===== src/rtl/conv_window_sequencer.sv =====
// conv_window_sequencer
// Walks a frame in raster order. For each interior pixel it gathers the NxN
// neighbourhood from the frame buffer into the ALU window bus and writes the
// filtered result. Border pixels read only their centre and pass it through.
// The kernel and divisor banks are loaded from the config port while idle.
module conv_window_sequencer #(
   parameter int IMG_W  = 64,
   parameter int IMG_H  = 48,
   parameter int N      = 3,
   parameter int DAT_W  = 12,
   parameter int K_W    = 5,
   parameter int DIV_W  = 3,
   parameter int ADDR_W = 12
) (
   input  logic                       clk,
   input  logic                       rst_n,
   input  logic                       start,
   output logic                       busy,
   output logic                       done,
   input  logic                       cfg_we,
   input  logic [$clog2(N*N)-1:0]     cfg_idx,
   input  logic [K_W-1:0]             cfg_k,
   input  logic                       cfg_div_we,
   input  logic [DIV_W-1:0]           cfg_div,
   output logic [ADDR_W-1:0]          rd_addr,
   output logic                       rd_en,
   input  logic [DAT_W-1:0]           rd_data,
   output logic [N*N*DAT_W-1:0]       alu_din,
   output logic [N*N*K_W-1:0]         alu_kernel,
   output logic [DIV_W-1:0]           alu_div,
   input  logic [DAT_W-1:0]           alu_dout,
   output logic                       wr_en,
   output logic [ADDR_W-1:0]          wr_addr,
   output logic [DAT_W-1:0]           wr_data
);

   localparam int NN     = N * N;
   localparam int IDX_W  = $clog2(NN);
   localparam int X_W    = $clog2(IMG_W);
   localparam int Y_W    = $clog2(IMG_H);
   localparam int D_W    = $clog2(N + 1);
   localparam int HALF   = N / 2;
   localparam int CENTRE = NN / 2;

   typedef enum logic [2:0] {S_IDLE, S_FETCH, S_CAPTURE, S_WRITE, S_DONE} state_t;

   state_t             state_reg, state_next;
   logic [X_W-1:0]     x_reg, x_next;
   logic [Y_W-1:0]     y_reg, y_next;
   logic [D_W-1:0]     dx_reg, dx_next;
   logic [D_W-1:0]     dy_reg, dy_next;
   logic               border_cur, border_next;
   logic [ADDR_W-1:0]  centre_addr, rd_addr_next;
   logic [IDX_W-1:0]   rd_k_next;

   logic               rd_en_reg, wr_en_reg, busy_reg, done_reg;
   logic [ADDR_W-1:0]  rd_addr_reg, wr_addr_reg;
   logic [IDX_W-1:0]   rd_k_reg, pend_k_reg;
   logic               pend_reg, wr_border_reg;
   logic [DIV_W-1:0]   div_reg;

   // Border pixels have no full neighbourhood inside the frame.
   function automatic logic is_border(input logic [X_W-1:0] px, input logic [Y_W-1:0] py);
      return (px < X_W'(HALF)) || (py < Y_W'(HALF)) ||
             (px >= X_W'(IMG_W - HALF)) || (py >= Y_W'(IMG_H - HALF));
   endfunction

   assign border_cur = is_border(x_reg, y_reg);

   // Next-state: one read per FETCH cycle, then capture, write and advance.
   always_comb begin
      state_next = state_reg;
      x_next     = x_reg;
      y_next     = y_reg;
      dx_next    = dx_reg;
      dy_next    = dy_reg;
      case (state_reg)
         S_IDLE: begin
            if (start) begin
               state_next = S_FETCH;
               x_next     = '0;
               y_next     = '0;
               dx_next    = '0;
               dy_next    = '0;
            end
         end
         S_FETCH: begin
            if (border_cur || (dx_reg == D_W'(N - 1) && dy_reg == D_W'(N - 1))) begin
               state_next = S_CAPTURE;
            end else if (dx_reg == D_W'(N - 1)) begin
               dx_next = '0;
               dy_next = dy_reg + D_W'(1);
            end else begin
               dx_next = dx_reg + D_W'(1);
            end
         end
         S_CAPTURE: state_next = S_WRITE;
         S_WRITE: begin
            dx_next = '0;
            dy_next = '0;
            if (x_reg == X_W'(IMG_W - 1) && y_reg == Y_W'(IMG_H - 1)) begin
               state_next = S_DONE;
            end else begin
               state_next = S_FETCH;
               if (x_reg == X_W'(IMG_W - 1)) begin
                  x_next = '0;
                  y_next = y_reg + Y_W'(1);
               end else begin
                  x_next = x_reg + X_W'(1);
               end
            end
         end
         S_DONE:  state_next = S_IDLE;
         default: state_next = S_IDLE;
      endcase
   end

   // Read address and window slot for the read issued in the next cycle.
   always_comb begin
      border_next  = is_border(x_next, y_next);
      centre_addr  = ADDR_W'(y_next) * ADDR_W'(IMG_W) + ADDR_W'(x_next);
      rd_addr_next = centre_addr;
      rd_k_next    = IDX_W'(CENTRE);
      if (!border_next) begin
         rd_addr_next = centre_addr + ADDR_W'(dy_next) * ADDR_W'(IMG_W) + ADDR_W'(dx_next)
                        - ADDR_W'(HALF * (IMG_W + 1));
         rd_k_next    = IDX_W'(dy_next) * IDX_W'(N) + IDX_W'(dx_next);
      end
   end

   // State, counters and registered strobes, all decoded from the next state.
   always_ff @(posedge clk or negedge rst_n) begin
      if (!rst_n) begin
         state_reg     <= S_IDLE;
         x_reg         <= '0;
         y_reg         <= '0;
         dx_reg        <= '0;
         dy_reg        <= '0;
         rd_en_reg     <= 1'b0;
         rd_addr_reg   <= '0;
         rd_k_reg      <= '0;
         pend_reg      <= 1'b0;
         pend_k_reg    <= '0;
         wr_en_reg     <= 1'b0;
         wr_addr_reg   <= '0;
         wr_border_reg <= 1'b0;
         busy_reg      <= 1'b0;
         done_reg      <= 1'b0;
      end else begin
         state_reg  <= state_next;
         x_reg      <= x_next;
         y_reg      <= y_next;
         dx_reg     <= dx_next;
         dy_reg     <= dy_next;
         rd_en_reg  <= (state_next == S_FETCH);
         if (state_next == S_FETCH) begin
            rd_addr_reg <= rd_addr_next;
            rd_k_reg    <= rd_k_next;
         end
         // Data for the read visible this cycle returns next cycle.
         pend_reg   <= rd_en_reg;
         pend_k_reg <= rd_k_reg;
         wr_en_reg  <= (state_next == S_WRITE);
         if (state_next == S_WRITE) begin
            wr_addr_reg   <= centre_addr;
            wr_border_reg <= border_next;
         end
         busy_reg <= (state_next == S_FETCH) || (state_next == S_CAPTURE) ||
                     (state_next == S_WRITE);
         done_reg <= (state_next == S_DONE);
      end
   end

   genvar gi;
   generate
      for (gi = 0; gi < NN; gi++) begin : g_slice
         logic [DAT_W-1:0] win_q;
         logic [K_W-1:0]   kern_q;

         // Window slot gi takes the returning read that was aimed at it.
         always_ff @(posedge clk or negedge rst_n) begin
            if (!rst_n) begin
               win_q <= '0;
            end else if (pend_reg && pend_k_reg == IDX_W'(gi)) begin
               win_q <= rd_data;
            end
         end

         // Kernel coefficient gi is writable only while idle.
         always_ff @(posedge clk or negedge rst_n) begin
            if (!rst_n) begin
               kern_q <= '0;
            end else if (state_reg == S_IDLE && cfg_we && cfg_idx == IDX_W'(gi)) begin
               kern_q <= cfg_k;
            end
         end

         assign alu_din[gi*DAT_W +: DAT_W] = win_q;
         assign alu_kernel[gi*K_W +: K_W]  = kern_q;
      end
   endgenerate

   // Divisor is writable only while idle.
   always_ff @(posedge clk or negedge rst_n) begin
      if (!rst_n) begin
         div_reg <= '0;
      end else if (state_reg == S_IDLE && cfg_div_we) begin
         div_reg <= cfg_div;
      end
   end

   assign alu_div = div_reg;
   assign busy    = busy_reg;
   assign done    = done_reg;
   assign rd_en   = rd_en_reg;
   assign rd_addr = rd_addr_reg;
   assign wr_en   = wr_en_reg;
   assign wr_addr = wr_addr_reg;
   // The window is complete only from the WRITE cycle, so the ALU result is
   // steered straight to the output there; outside a write the bus reads zero.
   assign wr_data = wr_en_reg ? (wr_border_reg ? alu_din[CENTRE*DAT_W +: DAT_W] : alu_dout)
                              : '0;

endmodule


===== config.mk =====
export PLATFORM = sky130hd
export DESIGN_NAME = conv_window_sequencer
export DESIGN_NICKNAME = d
export VERILOG_FILES = /design/src/rtl/conv_window_sequencer.sv
export SDC_FILE = /design/constraint.sdc
export NUM_CORES = 1
export LEC_CHECK = 0
export BUFFER_PORTS_ARGS = -buffer_cell sky130_fd_sc_hd__buf_2
export CORE_MARGIN = 4
export CORE_UTILIZATION = 48
export CTS_CLUSTER_SIZE = 14
export DETAILED_ROUTE_END_ITERATION = 12
export GPL_TIMING_DRIVEN = 0
export PLACE_DENSITY = 0.77
export SLEW_MARGIN = 15
export SYNTH_ARGS = -nofsm -noshare
export SYNTH_HDL_FRONTEND = slang
export SYNTH_SLANG_ARGS = --single-unit

===== constraint.sdc =====
create_clock -name clk -period 5.1 [get_ports clk]
set_input_delay 0.255 -clock clk [delete_from_list [all_inputs] [get_ports clk]]
set_output_delay 0.255 -clock clk [all_outputs]
set_load 0.01 [all_outputs]

---- Yosys cells after proc, flatten, opt, wreduce, memory -nomap -nowiden ----
Cells that the tools add are included.
word-level totals
  register bits ........................... 213
  bits in latches ......................... 0
  bits in writable memories ............... 0
  memory bits (read-only) ................. 0
  output and inout port bits .............. 196
  memories kept ........................... 0
operators by class
  add/subtract/negate cells ............... 9
  multiply operators ...................... 1
  div/mod/pow operators ................... 0
  $lt $le $gt $ge ......................... 8
  equality and inequality tests ........... 27
  shift operators ......................... 0
  muxes and demuxes ....................... 24
  bitwise gates (word level) .............. 0
  reduce and logical (&&, ||, !) cells .... 34
operator list
  cell                                                        number
  two-way mux 12 bit                                          3
  two-way mux 6 bit                                           6
  == test 4 x 3 -> 1 bit, second input constant               8
  greater-or-equal comparator 6 bit, second input constant    4
  less-than comparator 6 x 1 -> 1 bit, second input constant  4
  case mux 6 bit (2 select lines)                             2
  logical AND 1 bit                                           22
  == test 4 x 2 -> 1 bit, second input constant               4
  adder 12 x 2 -> 12 bit                                      1
  adder 12 x 6 -> 12 bit                                      1
  adder 12 x 8 -> 12 bit                                      1
  adder 6 x 1 -> 6 bit, second input constant                 2
  == test 3 x 2 -> 1 bit, second input constant               4
  == test 6 bit, second input constant                        2
  two-way mux 2 bit                                           6
  case mux 2 bit (3 select lines)                             2
  case mux 3 bit (4 select lines)                             1
  subtractor 12 x 7 -> 12 bit, second input constant          1
  logical OR 1 bit                                            9
  two-way mux 3 bit                                           3
  == test 4 x 1 -> 1 bit, second input constant               2
  == test 4 bit, second input constant                        2
  zero test 4 bit                                             2
  == test 3 x 1 -> 1 bit, second input constant               2
  7 further kinds                                             9

---- Logic depth before layout (Yosys ltp) ----
Gate-level depths: netlist of run 1.
  word-level depth ........................ 11
  gate-level depth with buffers ........... 20
  depth with buffers taken out ............ 19

---- Worst setup path after synthesis of run 1 ----
No wires, ideal clock.
  kind .................................... register to register
  from .................................... register y_reg[0]
  to ...................................... register rd_addr_reg[11] (netlist: rd_addr[11])
  library setup time ...................... 0.101 ns
  arrival time ............................ 3.766 ns
  slack ................................... 1.233 ns
  cell stages (with the launch flop) ...... 20
  path buffers ............................ 1
  clock period less this slack ............ 3.867 ns
  path through ............................ dfrtp_1 > ha_1 > and3_1 > clkbuf_1 > o21a_1 > nor4_4 > o31ai_1 > a22oi_1 > ha_1 > inv_1 > ha_1 > inv_1 > fa_1 > o21bai_1 > a211oi_1 > o21ai_0 > a31o_2 > a21oi_1 > xnor2_1 > o311ai_2
between the ends
  word-level cells in the longest chain between the ends .. 11
  elaborated cells between the ends (all ways) .. 35
ends and longest elaborated chain
  what                                                                             RTL line  RTL
  from (decl)                                                                      49        logic [Y_W-1:0] y_reg, y_next;
  from (signal assigned)                                                           152       y_reg <= y_next;
  parallel branches: the longest is 11 deep, another holds adder 12 x 6 -> 12 bit  n/a
  to (signal assigned)                                                             157       rd_addr_reg <= rd_addr_next;
  to (decl)                                                                        57        logic [ADDR_W-1:0] rd_addr_reg, wr_addr_reg;
Several ways; the timed one is not identified.
A chain may end at the register's enable or synchronous reset.

---- Worst setup path in the final report of run 1 ----
Same ends and word-level chain as after synthesis.

==> out/qor.json, run 1 <==
{
  "leading_cell_types_in_the_layout_fill_and_taps_excluded": {"value": "sky130_fd_sc_hd__buf_2, sky130_fd_sc_hd__dfrtp_1, sky130_fd_sc_hd__mux2_2"},
  "status": {"value": "finished clean"},
  "endpoint_kind": {"value": "flip-flop"},
  "synth_nets": {"value": 827},
  "clock_latency": {"value": 0.49, "unit": "ns"},
  "min-delay-path-class": {"value": "in -> reg"},
  "yosys_register_bits": {"value": 213},
  "clk_transition_reported_paths": {"value": 0.06, "unit": "ns"},
  "post_layout_minimum_cycle_time": {"value": 4.555, "unit": "ns"},
  "drt_pre_antenna_iters": {"value": 5},
  "avgSynthCellArea": {"value": 12.88, "unit": "um^2"},
  "chipHeight": {"value": 149.9, "unit": "um"},
  "finalHoldViolCount": {"value": 0},
  "floorplan.initialDensity": {"value": 49.20, "unit": "%"},
  "timing.final.max_slew_violations": {"value": 0},
  "finalSetupViolCount": {"value": 0},
  "clock_path_buffers": {"value": 3},
  "grt_first_pass_wirelength": {"value": 38.45, "unit": "mm"},
  "drt_iter0_markers": {"value": 245},
  "rsz_0062_raised_after_global_routing": {"value": "no"},
  "detail-route-antenna-nets": {"value": 0},
  "viasPerCell": {"value": 5.447},
  "async_flop_share": {"value": 100.0, "unit": "%"},
  "cap_viol_max_count": {"value": 0},
  "grtUsageTotal": {"value": 21.45, "unit": "%"},
  "routedWlPerCell": {"value": 18.96, "unit": "um"},
  "tritoncts_clock_tree": {"value": "yes"},
  "r2r_setup_slack": {"value": 0.55, "unit": "ns"},
  "period_share": {"value": 89.31, "unit": "%"},
  "critical_path_class": {"value": "reg -> reg"},
  "cts_buffer_count": {"value": 23},
  "dpl.hpwl": {"value": 18.58, "unit": "mm"},
  "worst_ep_arrival_time": {"value": 4.94, "unit": "ns"},
  "first_global_vias": {"value": 7171},
  "antenna_found_initial": {"value": 0},
  "core_footprint": {"value": 19650, "unit": "um^2"},
  "tns": {"value": 0, "unit": "ns"},
  "synth-main-ff-cell": {"value": "sky130_fd_sc_hd__dfrtp_1"},
  "cts_resized": {"value": 0},
  "worst-path-max-fanout": {"value": 7},
  "worst_pin_slew": {"value": 0.8122, "unit": "ns"},
  "overflow_left_after_global_routing": {"value": 0},
  "fp.dieArea": {"value": 22480, "unit": "um^2"},
  "ys_warnings": {"value": 0},
  "clock_tree.htree_level_count": {"value": 1},
  "syn-cell-area": {"value": 9671, "unit": "um^2"},
  "fin_nets": {"value": 1094},
  "synth_largest_type_area_fraction": {"value": 55.12, "unit": "%"},
  "cts.sinks": {"value": 213},
  "slew_headroom": {"value": 45.86, "unit": "%"},
  "top_cell_type_by_total_area_after_synthesis": {"value": "sky130_fd_sc_hd__dfrtp_1"},
  "via_total_after_detailed_routing": {"value": 7059},
  "layout-drive-gt1-share": {"value": 44.42, "unit": "%"},
  "ys_seq_area_share": {"value": 55.12, "unit": "%"},
  "finalNonFillerCells": {"value": 1296},
  "std_cell_rows": {"value": 51},
  "critPathLaunchType": {"value": "flip-flop"},
  "gp_routability_congestion": {"value": 0.8711},
  "worst-endpoint-required": {"value": 5.49, "unit": "ns"},
  "hold-worst-slack": {"value": 0.07221, "unit": "ns"},
  "static-leakage-power": {"value": 6.068, "unit": "nW"},
  "most_area_consuming_cells_after_synthesis": {"value": "sky130_fd_sc_hd__dfrtp_1, sky130_fd_sc_hd__mux2_2, sky130_fd_sc_hd__ha_1"},
  "port_buffer_cells": {"value": 236},
  "largest_register_ffs": {"value": 108},
  "clock-root-buffer": {"value": "sky130_fd_sc_hd__clkbuf_16"},
  "number_of_synthesized_flops_with_an_enable_pin": {"value": 0},
  "syn-instance-count": {"value": 751},
  "finalClockSkew": {"value": 0.007914, "unit": "ns"},
  "postRouteWirelength": {"value": 24.58, "unit": "mm"},
  "post-route-drc-count": {"value": 0},
  "grt_max_degree": {"value": 89},
  "largest_register": {"value": "g_slice.win_q"},
  "synth.distinct_cells": {"value": 68},
  "dp.cells": {"value": 1254},
  "registers_with_the_highest_flip_flop_counts": {"value": "g_slice.win_q: 108 flops, g_slice.kern_q: 45 flops"},
  "floorplan.die.width": {"value": 149.9, "unit": "um"},
  "num_antenna_cells": {"value": 0},
  "layout.cells.most_common": {"value": "sky130_fd_sc_hd__buf_2"},
  "area_growth": {"value": 24.01, "unit": "%"},
  "cellPowerDensity": {"value": 520.9, "unit": "nW/um^2"},
  "maximum_achievable_frequency": {"value": 219.5, "unit": "MHz"},
  "max-vdd-ir-drop": {"value": 0.3438, "unit": "mV"},
  "io_pins": {"value": 237}
}
-- kinds of logic after synthesis --
family | after synthesis | share of synthesized area (%)
mux | 171 | 19.72
buf+inv | 62 | 2.743
fa+ha+maj | 35 | 4.761
simple gates | 159 | 8.733
compound gates | 102 | 8.113
xor+xnor | 9 | 0.8152
flops | 213 | 55.12
-- critical path: stages, from the launching register on --
cell and delay, ns:
sky130_fd_sc_hd__dfrtp_1 0.45, sky130_fd_sc_hd__ha_1 0.26, sky130_fd_sc_hd__and3_1 0.18, sky130_fd_sc_hd__clkbuf_1 0.17
sky130_fd_sc_hd__o21a_1 0.25, sky130_fd_sc_hd__nor4_4 0.36, sky130_fd_sc_hd__o31ai_1 0.14, sky130_fd_sc_hd__a22oi_1 0.38
sky130_fd_sc_hd__ha_1 0.30, sky130_fd_sc_hd__inv_1 0.06, sky130_fd_sc_hd__ha_1 0.16, sky130_fd_sc_hd__inv_1 0.06
sky130_fd_sc_hd__fa_1 0.42, sky130_fd_sc_hd__o21bai_1 0.20, sky130_fd_sc_hd__a211oi_1 0.12, sky130_fd_sc_hd__o21ai_0 0.29
sky130_fd_sc_hd__a31o_2 0.21, sky130_fd_sc_hd__a21oi_1 0.07, sky130_fd_sc_hd__xnor2_1 0.14, sky130_fd_sc_hd__o311ai_2 0.23
-- path summary, 6_finish.rpt --
path                                from                  end  cells past startpoint
worst min register to register     rd_en             pend_reg                      0
worst max register to register  y_reg[0]          rd_addr[11]                     19
max in group asynchronous          rst_n           rd_addr[3]                      3
worst max-delay path            y_reg[0]          rd_addr[11]                     19
worst min-delay path               start                 busy                      2
min in group asynchronous          rst_n  g_slice[1].win_q[9]                      2
-- layout make-up --
class | instances | area [um^2]
Multi-Input combinational cell | 476 | 4075
Sequential cell | 213 | 5330
Clock buffer | 33 | 673.1
Inverter | 34 | 127.6
Timing Repair Buffer | 242 | 1286
Clock inverter | 5 | 31.28
Buffer | 28 | 137.6
Fill cell | 1618 | 7661
Tap cell | 265 | 331.6
-- synthesized netlist by cell type (6+ instances only) --
library cell,count
sky130_fd_sc_hd__a21oi_1,25
sky130_fd_sc_hd__nand2_1,41
sky130_fd_sc_hd__o311ai_0,8
sky130_fd_sc_hd__dfrtp_1,213
sky130_fd_sc_hd__ha_1,32
sky130_fd_sc_hd__mux2i_1,15
sky130_fd_sc_hd__mux2_2,156
sky130_fd_sc_hd__nor3b_1,6
sky130_fd_sc_hd__xnor2_1,6
sky130_fd_sc_hd__nor2_1,38
sky130_fd_sc_hd__nand3b_1,6
sky130_fd_sc_hd__nor3_1,6
sky130_fd_sc_hd__o21ai_0,17
sky130_fd_sc_hd__nand4_1,8
sky130_fd_sc_hd__clkbuf_1,14
sky130_fd_sc_hd__nand3_1,8
sky130_fd_sc_hd__inv_1,33
sky130_fd_sc_hd__nor2b_1,16
-- per-stage QoR --
stage	cell area, um^2	power, mW	util (%)	setup slack [ns]
2_1_floorplan	9671	3.823	-	1.233
3_3_place_gp	11180	4.662	56.90	0.2335
3_5_place_dp	11250	4.742	57.23	0.5561
4_1_cts	11990	6.311	61.02	0.5219
5_1_grt	11990	6.653	61.02	0.2130
6_report	11990	6.247	61.02	0.5452
-- power breakdown --
group	total, mW	internal, mW	switching [mW]	leakage, nW
combinational	2.29	0.999	1.29	2.99
sequential	2.42	2.15	0.267	2.73
clock	1.54	0.911	0.625	0.348
-- per-layer routing --
layer / global-route usage, % / routed length, um / vias up
met5: 0 / 0 / -
met3: 5.270 / 1954 / 41
li1: - / - / 3230
met1: 26.89 / 10150 / 3505
met4: 5.535 / 550 / 0
met2: 37.33 / 11920 / 283
-- timing repair --
item,4_1_cts,5_1_grt
endpoints found under the setup margin,0,0
hold endpoints to repair,56,0
setup buffers,0,0
hold buffers,4,0
Power figures use the tool's default switching activity.
==> inputs of run 2 (changes only) <==
- CTS_BUF_LIST: default -> sky130_fd_sc_hd__clkbuf_4 sky130_fd_sc_hd__clkbuf_8
- RECOVER_POWER: default -> 50
==> run 2 against run 1 <==
The flow now finishes with violations (max-capacitance violations, max-slew violations). Critical path depth unchanged. Sequential cell count unchanged. Clock power down 7%. Design area down 1.4%. Hold slack worse by 0.0017 ns. Largest cell class unchanged.
==> out/qor.json, run 2 (synthesis results as in run 1) <==
{
  "status": {"value": "finished with violations"},
  "failed_checks": {"value": "max-capacitance violations, max-slew violations"},
  "grtUsageTotal": {"value": 21.99, "unit": "%"},
  "registers_with_the_highest_flip_flop_counts": {"value": "g_slice.win_q: 108 flops, g_slice.kern_q: 45 flops"},
  "io_pins": {"value": 237},
  "floorplan.initialDensity": {"value": 49.20, "unit": "%"},
  "fin_nets": {"value": 1107},
  "num_antenna_cells": {"value": 0},
  "via_total_after_detailed_routing": {"value": 7124},
  "cts_buffer_count": {"value": 36},
  "clock_tree.htree_level_count": {"value": 2},
  "core_footprint": {"value": 19650, "unit": "um^2"},
  "post-route-drc-count": {"value": 0},
  "layout-drive-gt1-share": {"value": 37.04, "unit": "%"},
  "finalHoldViolCount": {"value": 0},
  "tritoncts_clock_tree": {"value": "yes"},
  "critical_path_class": {"value": "reg -> reg"},
  "worst_pin_slew": {"value": 3.036, "unit": "ns"},
  "floorplan.die.width": {"value": 149.9, "unit": "um"},
  "clk_transition_reported_paths": {"value": 0.06, "unit": "ns"},
  "antenna_found_initial": {"value": 0},
  "rsz_0062_raised_after_global_routing": {"value": "no"},
  "clock_path_buffers": {"value": 3},
  "post_layout_minimum_cycle_time": {"value": 4.602, "unit": "ns"},
  "post_dp_cell_area": {"value": 11250, "unit": "um^2"},
  "critPathLaunchType": {"value": "flip-flop"},
  "fp.dieArea": {"value": 22480, "unit": "um^2"},
  "cap_viol_max_count": {"value": 1},
  "largest_register": {"value": "g_slice.win_q"},
  "critPathSlowestCell": {"value": "sky130_fd_sc_hd__dfrtp_1"},
  "overflow_left_after_global_routing": {"value": 0},
  "static-leakage-power": {"value": 5.754, "unit": "nW"},
  "grt_max_degree": {"value": 89},
  "critical_path_cell_by_cell": {"value": "ha_1 -> and3_1 -> clkbuf_1 -> o21a_1 -> nor4_4 -> o31ai_1 -> a22oi_1 -> ha_1 -> inv_1 -> ha_1 -> inv_1 -> fa_1 -> o21bai_1 -> a211oi_1 -> o21ai_0 -> a31o_2 -> a21oi_1 -> xnor2_1 -> o311ai_2"},
  "critical_path_buf_inv_count": {"value": 3},
  "critical_path.top_delay_family": {"value": "compound AO/OA/AOI/OAI gates"},
  "tns": {"value": 0, "unit": "ns"},
  "first_global_vias": {"value": 7317},
  "drt_iter0_markers": {"value": 295},
  "finalClockSkew": {"value": 0.02142, "unit": "ns"},
  "gp_routability_congestion": {"value": 0.8711},
  "port_buffer_cells": {"value": 236},
  "critical_path.most_common_cell": {"value": "sky130_fd_sc_hd__ha_1"},
  "worst-path-max-fanout": {"value": 7},
  "worst_ep_arrival_time": {"value": 4.99, "unit": "ns"},
  "cts.sinks": {"value": 213},
  "final_design_area_no_fill": {"value": 11830, "unit": "um^2"},
  "endpoint_kind": {"value": "flip-flop"},
  "layout.cells.most_common": {"value": "sky130_fd_sc_hd__dfrtp_1"},
  "dpl.hpwl": {"value": 18.58, "unit": "mm"},
  "slew_headroom": {"value": -102.4, "unit": "%"},
  "period_share": {"value": 90.24, "unit": "%"},
  "worst-endpoint-required": {"value": 5.49, "unit": "ns"},
  "routedWlPerCell": {"value": 18.96, "unit": "um"},
  "detail-route-antenna-nets": {"value": 0},
  "clock_latency": {"value": 0.51, "unit": "ns"},
  "area_growth": {"value": 22.33, "unit": "%"},
  "max-vdd-ir-drop": {"value": 0.3498, "unit": "mV"},
  "crit_path_max_incr_delay": {"value": 0.45, "unit": "ns"},
  "chipHeight": {"value": 149.9, "unit": "um"},
  "cellPowerDensity": {"value": 515.7, "unit": "nW/um^2"},
  "std_cell_rows": {"value": 51},
  "drt_pre_antenna_iters": {"value": 5},
  "clock-root-buffer": {"value": "sky130_fd_sc_hd__clkbuf_8"},
  "min-delay-path-class": {"value": "in -> reg"},
  "postRouteWirelength": {"value": 24.99, "unit": "mm"},
  "leading_cell_types_in_the_layout_fill_and_taps_excluded": {"value": "sky130_fd_sc_hd__dfrtp_1, sky130_fd_sc_hd__mux2_2, sky130_fd_sc_hd__buf_2"},
  "finalSetupViolCount": {"value": 0},
  "maximum_achievable_frequency": {"value": 217.3, "unit": "MHz"},
  "viasPerCell": {"value": 5.405},
  "largest_register_ffs": {"value": 108},
  "grt_first_pass_wirelength": {"value": 39.16, "unit": "mm"},
  "hold-worst-slack": {"value": 0.07047, "unit": "ns"},
  "timing.final.max_slew_violations": {"value": 54}
}
run 2: layout make-up:
class	count	area, um^2
plain buffers	28	137.6
clock buffers	55	638.1
clock inverters	5	31.28
well taps	265	331.6
repair buffers	242	1159
inverters	34	127.6
flip-flops and latches	213	5330
multi-input cells	476	4075
fillers	1678	7824
run 2: where the power goes:
| part | switching, mW | leakage [nW] | total, mW | internal [mW] |
|---|---|---|---|---|
| Clock | 0.640 | 0.363 | 1.43 | 0.795 |
| Sequential | 0.275 | 2.73 | 2.43 | 2.16 |
| Combinational | 1.29 | 2.66 | 2.24 | 0.941 |
| Total | 2.21 | 5.75 | 6.10 | 3.89 |
run 2: stage by stage:
step | util (%) | power (mW) | cells | setup slack, ns
after floorplan | - | 3.823 | 751 | 1.233
after global placement | 56.90 | 4.662 | 1252 | 0.2335
after detailed placement | 57.23 | 4.742 | 1254 | 0.5561
after CTS | 60.84 | 6.209 | 1318 | 0.5042
after global routing | 60.19 | 6.520 | 1318 | 0.2000
final | 60.19 | 6.101 | 1318 | 0.4978
run 2: path summary, 6_finish.rpt:
kind / startpoint / end / slack (ns) / depth (start not counted)
min reg2reg: rd_k_reg[3] / pend_k_reg[3] / 0.37 / 0
min in group asynchronous: rst_n / g_slice[1].win_q[9] / 1.31 / 2
max reg2reg: y_reg[0] / rd_addr[11] / 0.50 / 19
min: start / busy / 0.07 / 2
max in group asynchronous: rst_n / g_slice[1].win_q[2] / 2.07 / 2
max: y_reg[0] / rd_addr[11] / 0.50 / 19
run 2: layer usage:
layer,vias to the layer above,global-route usage (%),wire [um]
met5,-,0,0
met1,3527,27.25,10150
met3,50,5.724,2102
li1,3254,-,-
met4,0,7.228,621
met2,293,37.60,12110
run 2: what timing repair did:
item                                   4_1_cts  5_1_grt
setup endpoints to repair                    0        0
endpoints found under the hold margin       56        0
hold buffers                                 4        0
buffers inserted                             0        0
gates resized for setup                      0        0
run 2: worst register-to-register path, cell delays in order (launching register included):
cell	delay (ns)
sky130_fd_sc_hd__dfrtp_1	0.45
sky130_fd_sc_hd__ha_1	0.26
sky130_fd_sc_hd__and3_1	0.18
sky130_fd_sc_hd__clkbuf_1	0.17
sky130_fd_sc_hd__o21a_1	0.25
sky130_fd_sc_hd__nor4_4	0.37
sky130_fd_sc_hd__o31ai_1	0.15
sky130_fd_sc_hd__a22oi_1	0.40
sky130_fd_sc_hd__ha_1	0.30
sky130_fd_sc_hd__inv_1	0.06
sky130_fd_sc_hd__ha_1	0.16
sky130_fd_sc_hd__inv_1	0.06
sky130_fd_sc_hd__fa_1	0.42
sky130_fd_sc_hd__o21bai_1	0.21
sky130_fd_sc_hd__a211oi_1	0.12
sky130_fd_sc_hd__o21ai_0	0.27
sky130_fd_sc_hd__a31o_2	0.21
sky130_fd_sc_hd__a21oi_1	0.07
sky130_fd_sc_hd__xnor2_1	0.14
sky130_fd_sc_hd__o311ai_2	0.23
==> inputs of run 3 (changes only) <==
- CORE_MARGIN: 4 -> 2
- SLEW_MARGIN: 15 -> 5
==> run 3 against run 2 <==
The run still ends with max-capacitance violations, max-slew violations left. Utilization is 0.52 points lower. Worst setup slack better by 0.091 ns. Clock skew shrank 0.0064 ns. Combinational power is 3% lower. Hold slack improved by 0.0052 ns. Register-to-register slack improved by 0.09 ns. Critical path depth did not move. Count of clock-buffer cells in the layout decreased by 6. Largest cell class unchanged.
==> out/qor.json, run 3 (synthesis results as in run 1) <==
{
  "num_antenna_cells": {"value": 0},
  "finalSetupViolCount": {"value": 0},
  "final_core_density": {"value": 59.67, "unit": "%"},
  "largest_register": {"value": "g_slice.win_q"},
  "fin_nets": {"value": 1106},
  "worst-endpoint-required": {"value": 5.52, "unit": "ns"},
  "tritoncts_clock_tree": {"value": "yes"},
  "maximum_achievable_frequency": {"value": 221.7, "unit": "MHz"},
  "finalClockSkew": {"value": 0.01507, "unit": "ns"},
  "final-seq-area": {"value": 5330, "unit": "um^2"},
  "max-vdd-ir-drop": {"value": 0.3800, "unit": "mV"},
  "cts_resized": {"value": 0},
  "post_layout_minimum_cycle_time": {"value": 4.511, "unit": "ns"},
  "critPathSlowestCell": {"value": "sky130_fd_sc_hd__dfrtp_1"},
  "dp.cells": {"value": 1254},
  "post_dp_cell_area": {"value": 11250, "unit": "um^2"},
  "topRoutingLayerUsed": {"value": "met4"},
  "worst-path-max-fanout": {"value": 7},
  "viasPerCell": {"value": 5.445},
  "postRouteWirelength": {"value": 24.33, "unit": "mm"},
  "gp_routability_congestion": {"value": 0.8815},
  "clock_path_buffers": {"value": 3},
  "slew_headroom": {"value": -64.20, "unit": "%"},
  "worst_pin_slew": {"value": 2.463, "unit": "ns"},
  "status": {"value": "finished with violations"},
  "detail-route-antenna-nets": {"value": 0},
  "grtUsageTotal": {"value": 23.18, "unit": "%"},
  "floorplan.die.width": {"value": 145.9, "unit": "um"},
  "grt_first_pass_wirelength": {"value": 39.48, "unit": "mm"},
  "tns": {"value": 0, "unit": "ns"},
  "drt_iter0_markers": {"value": 343},
  "final_design_area_no_fill": {"value": 11690, "unit": "um^2"},
  "critical_path.most_common_cell": {"value": "sky130_fd_sc_hd__ha_1"},
  "io_pins": {"value": 237},
  "first_global_vias": {"value": 7323},
  "largest_register_ffs": {"value": 108},
  "critPathLaunchType": {"value": "flip-flop"},
  "floorplan.initialDensity": {"value": 49.36, "unit": "%"},
  "critical_path_cell_by_cell": {"value": "ha_1 -> and3_1 -> clkbuf_1 -> o21a_1 -> nor4_4 -> o31ai_1 -> a22oi_1 -> ha_1 -> inv_1 -> ha_1 -> inv_1 -> fa_1 -> o21bai_1 -> a211oi_1 -> o21ai_0 -> a31o_2 -> a21oi_1 -> xnor2_1 -> o311ai_2"},
  "p_clk_share": {"value": 23.8, "unit": "%"},
  "hold-worst-slack": {"value": 0.07572, "unit": "ns"},
  "port_buffer_cells": {"value": 236},
  "detailroute.wirelength.met2": {"value": 11.81, "unit": "mm"},
  "cts.sinks": {"value": 213},
  "total_power": {"value": 6.030, "unit": "mW"},
  "antenna_found_initial": {"value": 0},
  "endpoint_kind": {"value": "flip-flop"},
  "finalHoldViolCount": {"value": 0},
  "finalNonFillerCells": {"value": 1311},
  "critical_path_class": {"value": "reg -> reg"},
  "area_growth": {"value": 20.88, "unit": "%"},
  "static-leakage-power": {"value": 5.426, "unit": "nW"},
  "via_total_after_detailed_routing": {"value": 7138},
  "swShare": {"value": 36.50, "unit": "%"},
  "num-fill-cells": {"value": 1663},
  "worst_ep_arrival_time": {"value": 4.93, "unit": "ns"},
  "period_share": {"value": 88.45, "unit": "%"},
  "min-delay-path-class": {"value": "in -> reg"},
  "final_worst_path_setup_slack": {"value": 0.5891, "unit": "ns"},
  "fp.dieArea": {"value": 21300, "unit": "um^2"},
  "cts_buffer_count": {"value": 35},
  "chipHeight": {"value": 145.9, "unit": "um"},
  "drt_pre_antenna_iters": {"value": 4},
  "std_cell_rows": {"value": 51},
  "clock-root-buffer": {"value": "sky130_fd_sc_hd__clkbuf_8"},
  "routedWlPerCell": {"value": 18.56, "unit": "um"},
  "dpl.hpwl": {"value": 17.82, "unit": "mm"},
  "clock_latency": {"value": 0.52, "unit": "ns"},
  "intPower": {"value": 3.829, "unit": "mW"},
  "detailroute.wirelength.met3": {"value": 1.868, "unit": "mm"},
  "leading_cell_types_in_the_layout_fill_and_taps_excluded": {"value": "sky130_fd_sc_hd__dfrtp_1, sky130_fd_sc_hd__clkbuf_1, sky130_fd_sc_hd__mux2_2"},
  "m1WireLength": {"value": 10.06, "unit": "mm"},
  "rsz_0062_raised_after_global_routing": {"value": "no"},
  "post-route-drc-count": {"value": 0},
  "core_footprint": {"value": 19590, "unit": "um^2"},
  "layout-drive-gt1-share": {"value": 28.49, "unit": "%"},
  "dp_slack": {"value": 0.6377, "unit": "ns"},
  "grt_max_degree": {"value": 88},
  "layout.cells.most_common": {"value": "sky130_fd_sc_hd__dfrtp_1"},
  "multi_input_comb_area": {"value": 4075, "unit": "um^2"},
  "power_frac_comb": {"value": 35.9, "unit": "%"},
  "switching_power": {"value": 2.201, "unit": "mW"},
  "failed_checks": {"value": "max-capacitance violations, max-slew violations"},
  "clock_tree.htree_level_count": {"value": 2},
  "cellPowerDensity": {"value": 515.8, "unit": "nW/um^2"},
  "timing.final.max_slew_violations": {"value": 129},
  "crit_path_max_incr_delay": {"value": 0.46, "unit": "ns"},
  "registers_with_the_highest_flip_flop_counts": {"value": "g_slice.win_q: 108 flops, g_slice.kern_q: 45 flops"},
  "clk_transition_reported_paths": {"value": 0.06, "unit": "ns"},
  "cap_viol_max_count": {"value": 2},
  "overflow_left_after_global_routing": {"value": 0},
  "share_seq_of_total_power": {"value": 40.3, "unit": "%"}
}
==> run 3: path summary, 6_finish.rpt <==
| path | startpoint | endpoint | slack (ns) | cells after the start |
|---|---|---|---|---|
| setup / recovery | y_reg[0] | rd_addr[11] | 0.59 | 19 |
| hold / removal | start | busy | 0.08 | 2 |
| setup reg to reg | y_reg[0] | rd_addr[11] | 0.59 | 19 |
| hold reg to reg | rd_en | pend_reg | 0.37 | 0 |
| max in group asynchronous | rst_n | wr_addr[1] | 1.02 | 4 |
| min in group asynchronous | rst_n | g_slice[1].win_q[1] | 1.05 | 2 |
==> run 3: area by class of cell <==
| type | count | area share [%] |
|---|---|---|
| Sequential cell | 213 | 45.60 |
| Multi-Input combinational cell | 476 | 34.86 |
| Timing Repair Buffer | 242 | 8.809 |
| Clock buffer | 49 | 5.394 |
| Tap cell | 265 | 2.836 |
| Buffer | 28 | 1.177 |
| Inverter | 34 | 1.092 |
| Clock inverter | 4 | 0.2355 |
==> run 3: routing by layer <==
metal	global-route usage (%)	up-vias
li1	-	3256
met1	29.13	3526
met2	39.13	309
met3	6.364	47
met4	7.206	0
met5	0	-
==> run 3: power groups by stage <==
stage	Sequential (mW)	Combinational (mW)	Clock (mW)
2_1_floorplan	2.62	1.20	0
3_3_place_gp	2.42	2.23	0
3_5_place_dp	2.44	2.28	0
4_1_cts	2.41	2.29	1.48
5_1_grt	2.49	2.39	1.55
6_report	2.43	2.17	1.44
==> run 3: worst max-delay path, delay by kind of cell, from the launching register on <==
family,cells,cell delay (ns)
compound gates,9,1.82
xor+xnor,1,0.15
fa+ha+maj,4,1.16
buf+inv,3,0.29
flops,1,0.46
simple gates,2,0.54
==> run 3: repair_timing <==
item                      CTS  global route
setup buffers               0             0
hold buffers                4             0
hold endpoints to repair   51             0
